### config.mk
export PLATFORM = sky130hd
export DESIGN_NAME = tx_huge_pages_writer
export DESIGN_NICKNAME = d
export VERILOG_FILES = /design/src/rtl/tx_huge_pages_writer_pkg.sv /design/src/rtl/tx_huge_pages_writer_swap.sv /design/src/rtl/tx_huge_pages_writer.sv
export SDC_FILE = /design/constraint.sdc
export NUM_CORES = 1
export LEC_CHECK = 0
export BUFFER_PORTS_ARGS = -buffer_cell sky130_fd_sc_hd__buf_2
export CAP_MARGIN = 20
export CORE_MARGIN = 2
export CORE_UTILIZATION = 50
export DETAILED_ROUTE_END_ITERATION = 10
export HOLD_SLACK_MARGIN = 0.03
export PLACE_DENSITY = 0.91
export SLEW_MARGIN = 20
export SYNTH_ARGS = -nofsm -noshare
export SYNTH_HDL_FRONTEND = slang
export SYNTH_SLANG_ARGS = --single-unit
### constraint.sdc
create_clock -name trn_clk -period 5.5 [get_ports trn_clk]
set_clock_uncertainty 0.2 [all_clocks]
set_input_delay 1.1 -clock trn_clk [delete_from_list [all_inputs] [get_ports trn_clk]]
set_output_delay 1.1 -clock trn_clk [all_outputs]
set_load 0.1 [all_outputs]
### src/rtl/tx_huge_pages_writer_pkg.sv
// tx_huge_pages_writer_pkg: TLP constants, FSM states and DW byte swap shared by the TX writer and RX decoder
package tx_huge_pages_writer_pkg;
    localparam logic [6:0] FMT_TYPE_MWR64 = 7'b11_00000;
    typedef enum logic [2:0] {IDLE, HDR1, HDR2, DATA, FREE} state_t;
    // Reverse the byte order inside each 32-bit DW of a 64-bit word
    function automatic logic [63:0] dw_swap(input logic [63:0] d);
        logic [63:0] r;
        for (int i = 0; i < 8; i++) r[i*8 +: 8] = d[(i ^ 3)*8 +: 8];
        return r;
    endfunction
endpackage

### src/rtl/tx_huge_pages_writer_swap.sv
// dw_byte_swap: byte swap within each DW of a 64-bit data word
module dw_byte_swap
    import tx_huge_pages_writer_pkg::*;
(
    input  logic [63:0] din,
    output logic [63:0] dout
);
    assign dout = dw_swap(din);
endmodule

### src/rtl/tx_huge_pages_writer.sv
// tx_huge_pages_writer: streams source-FIFO words as MWr64 TLPs into two ping-pong host huge pages
module tx_huge_pages_writer
    import tx_huge_pages_writer_pkg::*;
#(
    parameter int PAYLOAD_QW = 16,
    parameter int PAGE_BYTES = 2097152
) (
    input  logic        trn_clk,
    input  logic        reset_n,
    input  logic [15:0] cfg_completer_id,
    input  logic [63:0] huge_page_addr_1,
    input  logic [63:0] huge_page_addr_2,
    input  logic        huge_page_status_1,
    input  logic        huge_page_status_2,
    output logic        huge_page_free_1,
    output logic        huge_page_free_2,
    input  logic [63:0] fifo_dout,
    input  logic [9:0]  fifo_count,
    output logic        fifo_rd_en,
    output logic [63:0] trn_td,
    output logic [7:0]  trn_trem_n,
    output logic        trn_tsof_n,
    output logic        trn_teof_n,
    output logic        trn_tsrc_rdy_n,
    output logic        trn_tsrc_dsc_n,
    input  logic        trn_tdst_rdy_n,
    input  logic [5:0]  trn_tbuf_av
);
    localparam logic [21:0] STEP = 22'(PAYLOAD_QW * 8);
    localparam logic [21:0] PAGE_END = 22'(PAGE_BYTES);
    localparam logic [9:0] LAST = 10'(PAYLOAD_QW - 1);
    state_t state;
    logic cur_page, idle_hold, armed, accept, unused_tbuf;
    logic [21:0] offset, next_offset;
    logic [9:0] beat;
    logic [63:0] td_reg, data_sw, addr;
    assign armed = cur_page ? huge_page_status_2 : huge_page_status_1;
    assign addr = (cur_page ? huge_page_addr_2 : huge_page_addr_1) + {42'd0, offset};
    assign next_offset = offset + STEP;
    assign accept = !trn_tsrc_rdy_n && !trn_tdst_rdy_n;
    // Payload comes straight from the FWFT head so a stalled beat holds without extra buffering
    assign trn_td = state == DATA ? data_sw : td_reg;
    assign fifo_rd_en = state == DATA && !trn_tdst_rdy_n;
    assign trn_trem_n = 8'h00;
    assign trn_tsrc_dsc_n = 1'b1;
    assign unused_tbuf = ^{trn_tbuf_av[5:3], trn_tbuf_av[1:0]};
    dw_byte_swap u_swap (.din(fifo_dout), .dout(data_sw));
    always_ff @(posedge trn_clk or negedge reset_n) begin
        if (!reset_n) begin
            state <= IDLE;
            cur_page <= 1'b0;
            idle_hold <= 1'b0;
            offset <= '0;
            beat <= '0;
            td_reg <= '0;
            trn_tsof_n <= 1'b1;
            trn_teof_n <= 1'b1;
            trn_tsrc_rdy_n <= 1'b1;
            huge_page_free_1 <= 1'b0;
            huge_page_free_2 <= 1'b0;
        end else begin
            huge_page_free_1 <= 1'b0;
            huge_page_free_2 <= 1'b0;
            case (state)
                IDLE: begin
                    // One extra idle cycle lets the host's status update reach us before re-arming
                    if (idle_hold) begin
                        idle_hold <= 1'b0;
                    end else if (armed && fifo_count >= 10'(PAYLOAD_QW) && trn_tbuf_av[2]) begin
                        state <= HDR1;
                        td_reg <= {1'b0, FMT_TYPE_MWR64, 14'h0, 10'(PAYLOAD_QW * 2), cfg_completer_id, 8'h00, 4'hF, 4'hF};
                        trn_tsof_n <= 1'b0;
                        trn_tsrc_rdy_n <= 1'b0;
                    end
                end
                HDR1: if (accept) begin
                    state <= HDR2;
                    td_reg <= addr & ~64'd3;
                    trn_tsof_n <= 1'b1;
                end
                HDR2: if (accept) begin
                    state <= DATA;
                    beat <= '0;
                    td_reg <= '0;
                    trn_teof_n <= LAST != 10'd0;
                end
                DATA: if (accept) begin
                    if (beat == LAST) begin
                        trn_tsrc_rdy_n <= 1'b1;
                        trn_teof_n <= 1'b1;
                        idle_hold <= 1'b1;
                        if (next_offset == PAGE_END) begin
                            state <= FREE;
                            offset <= '0;
                            cur_page <= !cur_page;
                            huge_page_free_1 <= !cur_page;
                            huge_page_free_2 <= cur_page;
                        end else begin
                            state <= IDLE;
                            offset <= next_offset;
                        end
                    end else begin
                        beat <= beat + 10'd1;
                        trn_teof_n <= beat + 10'd1 != LAST;
                    end
                end
                FREE: state <= IDLE;
                default: state <= IDLE;
            endcase
        end
    end
endmodule

==> metrics.cfg <==
[critical_path]
cp-start-kind=flip-flop
slowest_stage=a2111oi_4
cp_data_required_time_ns=5.56
rr_worst_depth=10
rrSetupSlack_ns=1.31
crit_family=compound AO/OA/AOI/OAI gates
reg2reg_to=td_reg[63]
path_depth=10
endpoint_kind=flip-flop
crit_arrival_ns=4.25
timing_worst_setup_path_type=flip-flop to flip-flop
critical_path.max_fanout=67
r2r-start=cur_page
slowest_delay_ns=0.78
crit_chain=buf_4 > mux2_2 > ha_1 > nor2_1 > a221oi_1 > nand4_1 > a2111oi_4 > nand3_2 > o31a_1 > o31ai_1
cp.buffers_inverters=1

[logic_synthesis]
synth_edf_count=0
synth_cells=852
avgSynthCellArea_um2=9.01
ys_seq_area_share_pct=32.0
synth.most_common_cell=nand2_1
yosys-top-cells-count=nand2_1 (98), dfrtp_1 (95), mux2_2 (87)
synth-seq-cells=98
netlist.area_leader.share_pct=31.0
synth_warnings=0
synth_area_um2=7670
async_flop_share_pct=100
synth_area_leaders=dfrtp_1 (31%), mux2_2 (13%), nand2_1 (4.8%), o21ai_0 (4.4%), mux2i_1 (3.8%)
yosysUniqueCellTypes=74
synth_top_cell_by_area=dfrtp_1
synth-main-ff-cell=dfrtp_1

[cts]
cts_hold_buf=0
cts_buffer_depth=2
postCtsSetupRepairBufs=0
cts_made_buffers=9
post_cts_resized=0
clock-sinks=98
cts.htree.levels=3
cts-root-buf=clkbuf_16
clk_pin_slew_ns=0.07
clkLatencyLatePin_ns=0.35
cts_tree=done

[floorplan]
die_w_um=128
num_io_pins=308
initial_core_util_pct=50.8
core_area_um2=15100
die_y_um=128
die-area_um2=16400
num_rows=45

[grt]
grt_use_met1_pct=37.2
grt.total_usage_pct=28.2
grt_pass1_vias=7404
overflow=0
met3_usage_pct=3.71
gr-usage-met2_pct=47.1
grt-busiest-layer=met2
grt_max_degree=68
antenna_found_initial=0
grt_pass1_wl_mm=36.6

[hold_path]
whs_path_depth=1
hold_path_end=td_reg[1]
hp-class=flip-flop to flip-flop
holdCritStartpoint=td_reg[1]

[timing]
finalSetupViolations=0
worst_pin_slew_ns=1.03
fin_crit_ns=4.19
max_freq_mhz=239
slew_viol_final=0
hold_viol=0
slew_headroom_pct=31.4
rsz0062_at_grt=false
fin_tns_setup_ns=0
period_share_pct=76.2

[placement]
gp_congestion=0.934
hpwlAfterDp_mm=18.1
io_buffer_count=285

[drt]
avgRoutedWirePerCell_um=18.2
drtIter0Drc=779
num_vias=7766
antenna_left=0
drc=0
drt-pass1-iter-count=5
avgViaCountPerCell=5.96
drt_wl_total_mm=23.7

[layout]
multi_input_area_um2=4930
drive_above_1_share_pct=37.7
largest_register_ff_count=63
antenna_cells=0
syn_to_final_growth_pct=23.9
nNetsFinal=1356
ff_latch_area_um2=2460
fill_cells=1239

[power_and_ir_drop]
totalPowerFinal_mw=2.93
powerDensity_nw_per_um2=308
power.leakage_nw=4.31
vdd_drop_max_uv=156

[run_status]
status=complete, no violations

[run]
max_cap_violations=0

==> through the flow <==
stage / instance area, um^2 / hold slack, ns / utilization [%] / instances / setup slack [ns]
floorplan: 7700 / 0.243 / - / 859 / 0.819
global placement: 9190 / 0.255 / 60.9 / 1286 / 1.18
detailed placement: 9190 / 0.267 / 60.9 / 1286 / 1.12
CTS: 9510 / 0.282 / 63.0 / 1302 / 1.36
global route: 9510 / 0.300 / 63.0 / 1302 / 1.07
finish: 9510 / 0.279 / 63.0 / 1302 / 1.31
==> where the power goes <==
| group | internal (mW) | leakage (nW) | switching [mW] |
|---|---|---|---|
| clock | 0.391 | 0.152 | 0.276 |
| sequential | 0.974 | 1.30 | 0.201 |
| combinational | 0.340 | 2.86 | 0.744 |
| total | 1.71 | 4.31 | 1.22 |
==> layout make-up <==
type | instances | area share, %
clock buffers | 13 | 2.84
repair buffers | 298 | 16.1
multi-input cells | 692 | 51.9
flip-flops and latches | 98 | 25.9
well taps | 188 | 2.47
inverters | 10 | 0.395
clock inverters | 3 | 0.487
==> worst max path at each step <==
stage                         startpoint    endpoint  slack [ns]
global placement    huge_page_addr_2[18]  td_reg[63]        1.18
CTS                             cur_page  td_reg[63]        1.36
global route                    cur_page  td_reg[29]        1.07
detailed placement   huge_page_addr_2[8]  td_reg[63]        1.12
floorplan                       state[2]   trn_td[0]        0.82
finish                          cur_page  td_reg[63]        1.31
==> worst reg2reg max path, cell delays in order (launching register included) <==
cell,delay [ns]
dfrtp_4,0.55
buf_4,0.57
mux2_2,0.44
ha_1,0.34
nor2_1,0.08
a221oi_1,0.21
nand4_1,0.26
a2111oi_4,0.78
nand3_2,0.19
o31a_1,0.28
o31ai_1,0.18
==> placed cells by master (no fill, tap or decap), types with 15 or more instances in the layout <==
cell and n:
nand3_1 44, xor2_1 33, o21ai_0 68, ha_1 18
mux2_2 87, nor2_1 35, nand2_1 98, buf_2 284
nand4_1 15, mux2i_1 29, dfrtp_1 94, a21oi_1 28
nand3b_1 17, xnor2_1 33
==> kinds of logic after synthesis <==
group | synth area share [%]
adders and majority gates | 2.94
xor gates and xnor gates | 7.75
other | 0.0979
AOI/OAI and AO/OA | 17.0
buffers and inverters | 4.19
DFF | 32.0
and+or+nand+nor | 19.4
muxes | 16.6
==> per-layer routing <==
layer	vias up	routed length (um)
met5	-	0
met4	0	686
met3	55	1470
met2	374	11500
met1	3706	10100
li1	3631	-
Power figures use the tool's default switching activity.
